$ cat src/rtl/ps2_scancode_rx.sv
// PS/2 device-to-host receiver: filters ps2_clk, deserialises 11-bit frames and decodes E0/F0 prefixes into a held scancode.
// Latency: outputs update one clk after the stop-bit tick. No backpressure: strobes are single-cycle and unbuffered.
module ps2_scancode_rx #(
  parameter int FILTER_LEN = 8,
  parameter int TIMEOUT    = 5000
) (
  input  logic       clk,
  input  logic       reset,
  input  logic       ps2_clk,
  input  logic       ps2_data,
  output logic [7:0] scancode,
  output logic       extended,
  output logic       key_valid,
  output logic       frame_err
);

  localparam int FW = $clog2(FILTER_LEN + 1);
  localparam int TW = $clog2(TIMEOUT + 1);

  typedef enum logic [1:0] {
    IDLE   = 2'd0,
    DATA   = 2'd1,
    PARITY = 2'd2,
    STOP   = 2'd3
  } state_t;

  state_t          state;
  state_t          state_nxt;

  logic            clk_s1;
  logic            clk_s2;
  logic            dat_s1;
  logic            dat_s2;
  logic            clk_filt;
  logic            clk_filt_d;
  logic [FW-1:0]   filt_cnt;
  logic            tick;

  logic [2:0]      bitcnt;
  logic [7:0]      shreg;
  logic            par_bit;
  logic [TW-1:0]   wdog;
  logic            timeout;

  logic            stop_tick;
  logic            frame_ok;
  logic            byte_vld;
  logic            frame_bad;
  logic            shift_en;
  logic            par_en;

  logic            ext_pend;
  logic            brk_pend;

  // Idle-high lines: synchronisers come out of reset at 1 so no false start edge is seen.
  always_ff @(posedge clk or negedge reset) begin
    if (!reset) begin
      clk_s1 <= 1'b1;
      clk_s2 <= 1'b1;
      dat_s1 <= 1'b1;
      dat_s2 <= 1'b1;
    end else begin
      clk_s1 <= ps2_clk;
      clk_s2 <= clk_s1;
      dat_s1 <= ps2_data;
      dat_s2 <= dat_s1;
    end
  end

  always_ff @(posedge clk or negedge reset) begin
    if (!reset) begin
      clk_filt   <= 1'b1;
      clk_filt_d <= 1'b1;
      filt_cnt   <= '0;
    end else begin
      clk_filt_d <= clk_filt;
      if (clk_s2 == clk_filt) begin
        filt_cnt <= '0;
      end else if (filt_cnt == FW'(FILTER_LEN - 1)) begin
        clk_filt <= clk_s2;
        filt_cnt <= '0;
      end else begin
        filt_cnt <= filt_cnt + 1'b1;
      end
    end
  end

  assign tick = clk_filt_d & ~clk_filt;

  // A tick landing on the expiry cycle keeps the frame alive.
  assign timeout = (state != IDLE) && (wdog == TW'(TIMEOUT - 1)) && !tick;

  always_ff @(posedge clk or negedge reset) begin
    if (!reset) begin
      state <= IDLE;
    end else begin
      state <= state_nxt;
    end
  end

  always_comb begin
    state_nxt = state;
    if (timeout) begin
      state_nxt = IDLE;
    end else if (tick) begin
      case (state)
        IDLE:    state_nxt = dat_s2 ? IDLE : DATA;
        DATA:    state_nxt = (bitcnt == 3'd7) ? PARITY : DATA;
        PARITY:  state_nxt = STOP;
        STOP:    state_nxt = IDLE;
        default: state_nxt = IDLE;
      endcase
    end
  end

  always_comb begin
    stop_tick = (state == STOP) && tick;
    frame_ok  = dat_s2 && (^{shreg, par_bit});
    byte_vld  = stop_tick && frame_ok;
    frame_bad = (stop_tick && !frame_ok) || timeout;
    shift_en  = (state == DATA) && tick;
    par_en    = (state == PARITY) && tick;
  end

  always_ff @(posedge clk or negedge reset) begin
    if (!reset) begin
      bitcnt  <= '0;
      shreg   <= '0;
      par_bit <= 1'b0;
      wdog    <= '0;
    end else begin
      if (timeout || state == IDLE) begin
        bitcnt <= '0;
      end else if (shift_en) begin
        bitcnt <= bitcnt + 1'b1;
      end

      // LSB arrives first, so each new bit enters at the top.
      if (shift_en) begin
        shreg <= {dat_s2, shreg[7:1]};
      end

      if (par_en) begin
        par_bit <= dat_s2;
      end

      if (tick || timeout || state == IDLE) begin
        wdog <= '0;
      end else begin
        wdog <= wdog + 1'b1;
      end
    end
  end

  always_ff @(posedge clk or negedge reset) begin
    if (!reset) begin
      scancode  <= '0;
      extended  <= 1'b0;
      key_valid <= 1'b0;
      frame_err <= 1'b0;
      ext_pend  <= 1'b0;
      brk_pend  <= 1'b0;
    end else begin
      key_valid <= 1'b0;
      frame_err <= frame_bad;
      if (byte_vld) begin
        if (shreg == 8'hE0) begin
          ext_pend <= 1'b1;
        end else if (shreg == 8'hF0) begin
          brk_pend <= 1'b1;
        end else if (brk_pend) begin
          // Breaks for keys other than the held one are dropped silently.
          if (shreg == scancode && ext_pend == extended) begin
            scancode <= 8'h00;
            extended <= 1'b0;
          end
          ext_pend <= 1'b0;
          brk_pend <= 1'b0;
        end else begin
          scancode  <= shreg;
          extended  <= ext_pend;
          key_valid <= 1'b1;
          ext_pend  <= 1'b0;
        end
      end
    end
  end

endmodule

$ cat config.mk
export PLATFORM = sky130hd
export DESIGN_NAME = ps2_scancode_rx
export DESIGN_NICKNAME = d
export VERILOG_FILES = /design/src/rtl/ps2_scancode_rx.sv
export SDC_FILE = /design/constraint.sdc
export NUM_CORES = 1
export LEC_CHECK = 0
export BUFFER_PORTS_ARGS = -buffer_cell sky130_fd_sc_hd__buf_4
export CORE_ASPECT_RATIO = 0.75
export CORE_UTILIZATION = 60
export CTS_BUF_LIST = sky130_fd_sc_hd__clkbuf_2 sky130_fd_sc_hd__clkbuf_4 sky130_fd_sc_hd__clkbuf_8
export DETAILED_ROUTE_END_ITERATION = 7
export PLACE_DENSITY = 0.77
export SLEW_MARGIN = 20
export SYNTH_ARGS = -nofsm -noshare
export SYNTH_HDL_FRONTEND = slang
export SYNTH_SLANG_ARGS = --single-unit
$ cat constraint.sdc
create_clock -name clk -period 5.39 [get_ports clk]
set_input_delay 1.078 -clock clk [delete_from_list [all_inputs] [get_ports clk]]
set_output_delay 1.078 -clock clk [all_outputs]
set_load 0.02 [all_outputs]
==> impl_metrics.yaml, run 1 <==
drt:
  vias_per_cell: 5.491
  wirelength_um: 3938
  vias: 1466
  initialDrtViolationCount: 91
  drcViolationCount: 0
  wl_per_cell_um: 14.75
  firstDrtPassIters: 4
  drtAntennaViolNets: 0
clocking:
  max-clock-path-buffers: 2
  tritoncts: "yes"
  hold_buffers: 0
  cts_setup_buffers: 0
  worstSkewPairLatency_ps: 300
  ctsResizeCount: 0
  cts.htree.levels: 2
  cts_buffers: 5
  clkTransAtPathRegs_ps: 80
  clkSinkCount: 50
  cts_root_buf: "clkbuf_8"
cells_and_area:
  utilization_pct: 69.34
  drive_gt1_share_pct: 21.40
  nets: 222
  final_common_cell: "dfrtp_1"
  layout-area-overhead-vs-synth_pct: 10.57
  antenna_cells: 0
  fin_cells: 267
  final_cell_mix: "dfrtp_1 (44), nor2_1 (26), xnor2_1 (18), nand2_1 (17), buf_4 (14)"
sta:
  period_minus_slack_ps: 2158
  rsz0062_at_grt: "false"
  setup-tns-final_ps: 0
  report.final.hold_viol_count: 0
  maxSlewViolCount: 0
  fin_worst_skew_ps: 9.912
  whs_ps: 358.4
  final.setup.worst_slack_ps: 3232
  fmax_mhz: 463.4
  worstMarginPinSlew_ps: 987.5
  finalSetupViolations: 0
  relSlewSlack_pct: 33.93
  min_period_over_period_pct: 40.04
place:
  dp_hpwl_um: 2827
  pre_cts_slack_ps: 3262
  place_congestion: 0.8503
  dp_cells: 259
  port_buffers: 14
yosys:
  synth_nets: 205
  synth.top_cell.area_share_pct: 47.96
  async_reset_ff_share_pct: 100.0
  synth-xor-area-share_pct: 13.24
  yosysTopAreaCell: "dfrtp_1"
  synth_fa_ha_area_share_pct: 2.180
  synth_compound_area_share_pct: 7.520
  synth_area_um2: 2296
  synth.avg_cell_area_um2: 11.65
  synth_mux_area_share_pct: 5.286
  yosysSeqAreaShare_pct: 54.82
  ys_warn_count: 0
  yosys.area_share.simple_pct: 15.37
  synth_top_family_by_area: "simple AND/OR/NAND/NOR gates"
  yosys-top-cells-area: "dfrtp_1 (48%), dfstp_2 (6.9%), xnor2_1 (6.9%)"
  ys_ff_latch: 50
  synthCells: 197
  synth-edff-count: 0
  synth_top_flop_cell: "dfrtp_1"
  synth.distinct_cells: 40
global_route:
  grt_first_pass_wirelength_um: 6444
  antenna_found_initial: 0
  gr-total-overflow: 0
  grt_max_degree: 51
  grt_pass1_vias: 1361
  grt_use_total_pct: 21.26
power_and_ir_drop:
  peakVddDrop_uv: 235.2
  power_density_nw_per_um2: 332.1
  p_leak_uw: 0.001172
setup_path:
  cp-start-kind: "flop"
  setup.worst_path.class: "flop to flop"
  cp_max_fo: 13
  cp-end-kind: "flop"
  crit_required_ps: 5570
  cp_data_arrival_time_ps: 2340
status:
  status: "finished, final reports clean"
run:
  drv_cap: 0
die:
  die_w_um: 73.43
  rows: 19
  coreArea_um2: 3661
  dieHeight_um: 55.57
  pin_count: 15
  dieArea_um2: 4081
  initial_utilization_pct: 62.71
min_path:
  hold_path.class: "flop to flop"
report_power, final:
| part | switching [µW] | total [µW] | internal, µW | leakage [µW] |
|---|---|---|---|---|
| Sequential | 35.0 | 448 | 413 | 0.000672 |
| Combinational | 91.7 | 167 | 74.8 | 0.000447 |
| Clock | 114 | 229 | 115 | 0.0000523 |
| Total | 241 | 843 | 602 | 0.00117 |
cells in the mapped netlist, drive strengths merged (3+ instances only):
cell type,number
and2,3
nand4,5
dfstp,6
xor2,9
nand3,4
nor3,4
xnor2,20
ha,4
o21ai,8
mux2,9
and3,3
nor2,26
inv,3
a22o,8
buf,3
dfrtp,44
nand2,17
kinds of logic (layout without fill, tap and decap cells):
logic type	Yosys count	after routing
AO/OA/AOI/OAI	23	23
multiplexers	11	11
flip-flops	50	50
AND/OR/NAND/NOR	72	72
adder cells (fa/ha/maj)	4	4
XOR/XNOR	30	30
buffers and inverters	7	25
sequential cells by signal, summed over array words and instances (netlist names):
register    cells
extended        1
clk_s1          1
state           2
brk_pend        1
ext_pend        1
clk_filt_d      1
filt_cnt        4
shreg           8
clk_filt        1
wdog           13
scancode        8
frame_err       1
clk_s2          1
dat_s1          1
dat_s2          1
key_valid       1
par_bit         1
bitcnt          3
metal layers:
metal | share of wire (%) | GRT usage [%] | up-vias | wire length [µm]
li1 | - | - | 715 | -
met1 | 51 | 33.17 | 712 | 2002
met2 | 44 | 29.76 | 34 | 1751
met3 | 3.6 | 4.891 | 5 | 140
met4 | 1.1 | 6.593 | 0 | 43
met5 | 0 | 0 | - | 0
worst max-delay path, cell delays in order, from the launching register on:
cell and delay (ps):
dfstp_2 540, nor2b_1 240, nand2_1 90, nor2_1 750, mux2_2 420
through the flow:
| step | area (µm²) | total power [µW] |
|---|---|---|
| 2_1_floorplan | 2296 | 581.3 |
| 3_3_place_gp | 2441 | 610.1 |
| 3_5_place_dp | 2441 | 621.8 |
| 4_1_cts | 2539 | 849.2 |
| 5_1_grt | 2539 | 885.3 |
| 6_report | 2539 | 843.2 |
worst paths after layout:
kind | end | slack [ps] | startpoint | cells past startpoint
setup / recovery | shreg[0]$_DFFE_PN0P_ | 3230 | clk_filt_d$_DFF_PN1_ | 4
setup reg to reg | shreg[0]$_DFFE_PN0P_ | 3230 | clk_filt_d$_DFF_PN1_ | 4
min in group asynchronous | frame_err$_DFF_PN0_ | 780 | reset | 1
hold / removal | clk_s2$_DFF_PN1_ | 360 | clk_s1$_DFF_PN1_ | 0
max in group asynchronous | scancode[1]$_DFFE_PN0P_ | 4190 | reset | 1
hold reg to reg | clk_s2$_DFF_PN1_ | 360 | clk_s1$_DFF_PN1_ | 0
layout make-up:
| type | count | area, µm² |
|---|---|---|
| inverters | 3 | 11.26 |
| well taps | 52 | 65.06 |
| fillers | 296 | 1122 |
| flip-flops and latches | 50 | 1259 |
| multi-input cells | 140 | 1001 |
| clock buffers | 8 | 97.59 |
| repair buffers | 14 | 105.1 |
No activity file was read; power rests on OpenSTA's default activity.
==> run 2, diff against run 1 <==
--- a/config.mk
+++ b/config.mk
@@ -5,6 +5,7 @@
 export SDC_FILE = /design/constraint.sdc
 export NUM_CORES = 1
 export LEC_CHECK = 0
+export ABC_AREA = 1
 export BUFFER_PORTS_ARGS = -buffer_cell sky130_fd_sc_hd__buf_4
 export CORE_ASPECT_RATIO = 0.75
 export CORE_UTILIZATION = 60
==> constraint.sdc (replaced) <==
create_clock -name clk -period 2.19 [get_ports clk]
set_input_delay 0.438 -clock clk [delete_from_list [all_inputs] [get_ports clk]]
set_output_delay 0.438 -clock clk [all_outputs]
set_load 0.02 [all_outputs]
==> impl_metrics.yaml, run 2 <==
status:
  status: "finished, final reports clean"
cells_and_area:
  utilization_pct: 69.39
  top_regs: "wdog x13, scancode x8, shreg x8"
  layout-area-overhead-vs-synth_pct: 9.360
  drive_gt1_share_pct: 16.62
  regMostFlops: "wdog"
  fin_cells: 398
  nets: 350
  final_cell_mix: "nand2_1 (91), dfrtp_1 (44), inv_1 (37), nor2_1 (28), nand3_1 (26)"
  antenna_cells: 0
  largest_register_ffs: 13
  final_common_cell: "nand2_1"
drt:
  drcViolationCount: 0
  drtAntennaViolNets: 0
  initialDrtViolationCount: 132
  firstDrtPassIters: 6
  vias_per_cell: 5.241
  vias: 2086
  wirelength_um: 5203
  wl_per_cell_um: 13.07
global_route:
  grt_use_total_pct: 25.77
  grt_pass1_vias: 1902
  grt_first_pass_wirelength_um: 8970
  grt_max_degree: 51
  gr-total-overflow: 0
  antenna_found_initial: 0
sta:
  maxSlewViolCount: 0
  fin_worst_skew_ps: 10.87
  min_period_over_period_pct: 82.03
  setup-tns-final_ps: 0
  relSlewSlack_pct: 58.96
  fmax_mhz: 556.6
  rsz0062_at_grt: "false"
  whs_ps: 146.9
  finalSetupViolations: 0
  report.final.hold_viol_count: 0
  period_minus_slack_ps: 1797
  worstMarginPinSlew_ps: 615.7
power_and_ir_drop:
  p_sw_share_pct: 34.22
  power_frac_comb_pct: 24.6
  p_leak_uw: 0.001426
  pwr-share-seq_pct: 50.0
  peakVddDrop_uv: 597.5
  clockPowerShare_pct: 25.4
  power_density_nw_per_um2: 775.5
  switching_power_uw: 760.3
  p_int_uw: 1462
yosys:
  yosys-top-cells-area: "dfrtp_1 (42%), nand2_1 (13%), dfstp_2 (6.0%)"
  ys_top_cells_by_count: "nand2_1 (91), dfrtp_1 (44), inv_1 (37)"
  synthCells: 325
  ys_ff_latch: 50
  synth.avg_cell_area_um2: 8.062
  synth_area_um2: 2620
  yosysSeqAreaShare_pct: 48.04
  synth_nets: 333
  synth-edff-count: 0
  async_reset_ff_share_pct: 100.0
  synth.distinct_cells: 35
  synth_top_flop_cell: "dfrtp_1"
  synth.top_cell.area_share_pct: 42.02
  yosysTopAreaCell: "dfrtp_1"
  ys_warn_count: 0
  synth.most_common_cell: "nand2_1"
die:
  rows: 20
  pin_count: 15
  dieHeight_um: 59.23
  coreArea_um2: 4129
  die_w_um: 78.31
  dieArea_um2: 4638
  initial_utilization_pct: 63.45
clocking:
  cts_setup_buffers: 0
  clkSinkCount: 50
  cts_root_buf: "clkbuf_8"
  max-clock-path-buffers: 2
  ctsResizeCount: 0
  clkTransAtPathRegs_ps: 90
  cts_buffers: 5
  hold_buffers: 0
  tritoncts: "yes"
  cts.htree.levels: 2
  worstSkewPairLatency_ps: 300
setup_path:
  reg2reg_depth: 6
  cp_top_family: "simple AND/OR/NAND/NOR gates"
  setup.worst_path.class: "flop to flop"
  cp.buffers_inverters: 1
  cp-start-kind: "flop"
  cp_slowest_stage_delay_ps: 400
  cp-end-kind: "flop"
  cp_data_arrival_time_ps: 2000
  crit_top_cell: "nand2_1"
  crit_required_ps: 2390
  cp_max_fo: 13
  slowest_stage: "dfrtp_1"
  worstReg2RegEnd: "wdog[4]$_DFF_PN0_"
  r2r_slack_ps: 390
  cp_cell_sequence: "ha_1, nand2_1, inv_2, a31oi_1, nand2_1, nor3b_1"
  timing.rr.start: "wdog[0]$_DFF_PN0_"
place:
  port_buffers: 14
  dp_hpwl_um: 3786
  dp_cells: 390
  place_congestion: 0.8983
run:
  drv_cap: 0
min_path:
  hold_path.class: "input pin to asynchronous set/reset pin"
==> run 2: changes by cell type in the layout (fill, tap and decap cells not counted), sizes merged, moves of 8 or more <==
cell   change
inv       +40
xnor2     -15
a21oi     +11
nand3     +26
nor2      +10
mux2       -8
a22o       -8
nand2     +79
==> run 2: power groups by stage <==
stage                     clock, µW  sequential (µW)  combinational, µW
final                           565             1110                546
after global routing            604             1130                631
after CTS                       573             1110                547
after detailed placement          0             1130                541
after global placement            0             1120                522
after floorplan                   0             1110                439
==> run 2: worst max path at each step <==
stage	from	to	slack [ps]	depth (start not counted)
2_1_floorplan	wdog[0]$_DFF_PN0_	wdog[12]$_DFF_PN0_	740	10
5_1_grt	wdog[0]$_DFF_PN0_	wdog[3]$_DFF_PN0_	150	6
3_3_place_gp	wdog[0]$_DFF_PN0_	wdog[4]$_DFF_PN0_	510	6
4_1_cts	wdog[0]$_DFF_PN0_	wdog[4]$_DFF_PN0_	380	6
3_5_place_dp	wdog[0]$_DFF_PN0_	wdog[4]$_DFF_PN0_	380	6
6_report	wdog[0]$_DFF_PN0_	wdog[4]$_DFF_PN0_	390	6
==> run 2: per-stage QoR <==
| stage | area (µm²) | total power (µW) | setup WS, ps |
|---|---|---|---|
| global route | 2865 | 2363 | 148.1 |
| finish | 2865 | 2222 | 393.4 |
| floorplan | 2620 | 1544 | 744.1 |
| global placement | 2770 | 1644 | 509.6 |
| detailed placement | 2770 | 1669 | 380.9 |
| CTS | 2865 | 2230 | 380.0 |
==> run 2: routing by layer <==
| metal | GRT usage, % | wire (µm) |
|---|---|---|
| met2 | 36.72 | 2102 |
| met1 | 40.38 | 2758 |
| met4 | 6.614 | 33 |
| met5 | 0 | 0 |
| met3 | 4.615 | 309 |
==> run 2: final cells by class <==
| class | count | area (µm²) |
|---|---|---|
| clock inverter | 1 | 5.005 |
| fill | 357 | 1264 |
| inverter | 45 | 168.9 |
| tap | 55 | 68.82 |
| timing repair buffer | 15 | 112.6 |
| sequential | 50 | 1259 |
| clock buffer | 7 | 90.09 |
| multi-input combinational | 225 | 1161 |
==> run 2: kinds of logic after synthesis <==
| kind of cell | after synthesis | share of synthesized area, % |
|---|---|---|
| fa+ha+maj | 4 | 1.910 |
| buf+inv | 50 | 7.641 |
| xor+xnor | 9 | 3.008 |
| flops | 50 | 48.04 |
| mux | 1 | 0.4298 |
| simple gates | 181 | 33.00 |
| compound gates | 30 | 5.970 |
==> run 2: worst register-to-register path: stages, from the launching register on <==
cell and delay (ps):
dfrtp_1 400, ha_1 210, nand2_1 80, inv_2 60, a31oi_1 260, nand2_1 380
nor3b_1 310
==> run 3, diff against run 2 <==
==> constraint.sdc (replaced) <==
create_clock -name clk -period 1.75 [get_ports clk]
set_input_delay 0.35 -clock clk [delete_from_list [all_inputs] [get_ports clk]]
set_output_delay 0.35 -clock clk [all_outputs]
set_load 0.02 [all_outputs]
==> impl_metrics.yaml, run 3 (synthesized netlist as in run 2, its figures left out) <==
status:
  status: "finished, final reports clean"
clocking:
  clkSinkCount: 50
  max-clock-path-buffers: 2
  worstSkewPairLatency_ps: 300
  clkTransAtPathRegs_ps: 90
  cts.htree.levels: 2
  cts_root_buf: "clkbuf_8"
  cts_buffers: 5
  tritoncts: "yes"
  hold_buffers: 0
global_route:
  gr-total-overflow: 0
  grt_max_degree: 51
  antenna_found_initial: 0
  grt_pass1_vias: 1908
  grt_use_total_pct: 25.82
  grt_first_pass_wirelength_um: 9052
drt:
  vias_per_cell: 5.353
  firstDrtPassIters: 5
  wirelength_um: 5624
  vias: 2227
  wl_per_cell_um: 13.52
  drtAntennaViolNets: 0
  initialDrtViolationCount: 209
  drcViolationCount: 0
die:
  dieArea_um2: 4638
  pin_count: 15
  die_w_um: 78.31
  initial_utilization_pct: 63.45
  coreArea_um2: 4129
  rows: 20
  dieHeight_um: 59.23
cells_and_area:
  fin_cells: 416
  final_common_cell: "nand2_1"
  final_cell_mix: "nand2_1 (88), dfrtp_1 (40), inv_1 (36), buf_4 (31), nor2_1 (27)"
  regMostFlops: "wdog"
  nets: 368
  antenna_cells: 0
  layout-area-overhead-vs-synth_pct: 16.76
  top_regs: "wdog x13, scancode x8, shreg x8"
  utilization_pct: 74.09
  largest_register_ffs: 13
  fill_cells: 319
  drive_gt1_share_pct: 24.10
setup_path:
  cp-start-kind: "flop"
  cp_max_fo: 6
  timing.rr.start: "shreg[7]$_DFFE_PN0P_"
  cp-end-kind: "flop"
  setup.worst_path.class: "flop to flop"
  r2r_slack_ps: 60
  reg2reg_depth: 10
  crit_required_ps: 1980
  worstReg2RegEnd: "scancode[6]$_DFFE_PN0P_"
  cp_data_arrival_time_ps: 1920
run:
  drv_cap: 0
min_path:
  hold_path.class: "input pin to asynchronous set/reset pin"
power_and_ir_drop:
  peakVddDrop_uv: 699.6
  p_leak_uw: 0.001515
  power_density_nw_per_um2: 976.1
sta:
  fmax_mhz: 591.3
  report.final.hold_viol_count: 0
  finalSetupViolations: 0
  maxSlewViolCount: 0
  period_minus_slack_ps: 1691
  fin_worst_skew_ps: 10.98
  setup-tns-final_ps: 0
  worstMarginPinSlew_ps: 610.2
  relSlewSlack_pct: 59.32
  min_period_over_period_pct: 96.63
place:
  dp_cells: 396
  port_buffers: 14
  place_congestion: 0.8891
  dp_hpwl_um: 3764
==> run 3: cell count changes in the layout (fill, tap and decap cells not counted), moves of 2 or more <==
| cell | change |
|---|---|
| buf_4 | +16 |
| clkbuf_8 | +2 |
| dfrtp_1 | -4 |
| dfrtp_2 | +4 |
| nand2_1 | -3 |
| nand2_2 | +3 |
| nor2_4 | +3 |
==> run 3: final cells by class <==
class | instances | area, µm² | share of cell area, %
Sequential cell | 50 | 1264 | 41.31
Multi-Input combinational cell | 227 | 1212 | 39.63
Timing Repair Buffer | 31 | 232.7 | 7.607
Inverter | 45 | 171.4 | 5.603
Clock buffer | 8 | 110.1 | 3.599
Tap cell | 55 | 68.82 | 2.249
==> run 3: worst max-delay path by stage <==
stage                    startpoint                       to  slack [ps]  cells after the start
6_report       shreg[7]$_DFFE_PN0P_  scancode[6]$_DFFE_PN0P_          60                     10
5_1_grt        shreg[0]$_DFFE_PN0P_  scancode[4]$_DFFE_PN0P_         -40                     12
4_1_cts        shreg[6]$_DFFE_PN0P_  scancode[6]$_DFFE_PN0P_          60                     10
3_5_place_dp   shreg[6]$_DFFE_PN0P_  scancode[6]$_DFFE_PN0P_          90                     10
3_3_place_gp   clk_filt_d$_DFF_PN1_  scancode[7]$_DFFE_PN0P_         130                      8
2_1_floorplan     wdog[0]$_DFF_PN0_       wdog[12]$_DFF_PN0_         300                     10
==> run 3: layer usage <==
metal	wire, µm	part of all wire [%]	vias to the layer above	track usage, %
met1	2883	51	1028	41.87
li1	-	-	1110	-
met2	2292	41	84	34.46
met5	0	0	-	0
met4	35	0.62	0	6.878
met3	413	7.3	5	5.231
==> run 3: stage by stage <==
| stage | total power (µW) | setup WS (ps) | hold slack (ps) | area, µm² |
|---|---|---|---|---|
| after floorplan | 1932 | 304.1 | 54.41 | 2620 |
| after global placement | 2124 | 126.2 | 346.7 | 2815 |
| after detailed placement | 2149 | 88.75 | 347.3 | 2815 |
| after CTS | 2914 | 56.58 | 82.63 | 2925 |
| after global routing | 3153 | -43.12 | 105.2 | 3059 |
| final | 2986 | 58.92 | 61.81 | 3059 |
==> run 3: repair_timing <==
item | in CTS | in global routing
buffers inserted | 0 | 10
hold endpoints to repair | 0 | 0
gates resized for setup | 0 | 16
endpoints found under the setup margin | 0 | 12
==> run 3: power by group <==
| part | switching [µW] | leakage, µW | internal, µW |
|---|---|---|---|
| Combinational | 529 | 0.000793 | 296 |
| Sequential | 113 | 0.000664 | 1280 |
| Clock | 366 | 0.0000575 | 399 |
==> run 3: worst max-delay path, cell delays in order (launching register included) <==
cell and delay [ps]:
dfrtp_1 450, buf_4 170, nor2_1 120, nor2_2 70, inv_1 60, nand2_1 60
nand3_2 80, nand3_2 160, nor2_4 240, nand3_1 120, nand2_1 100
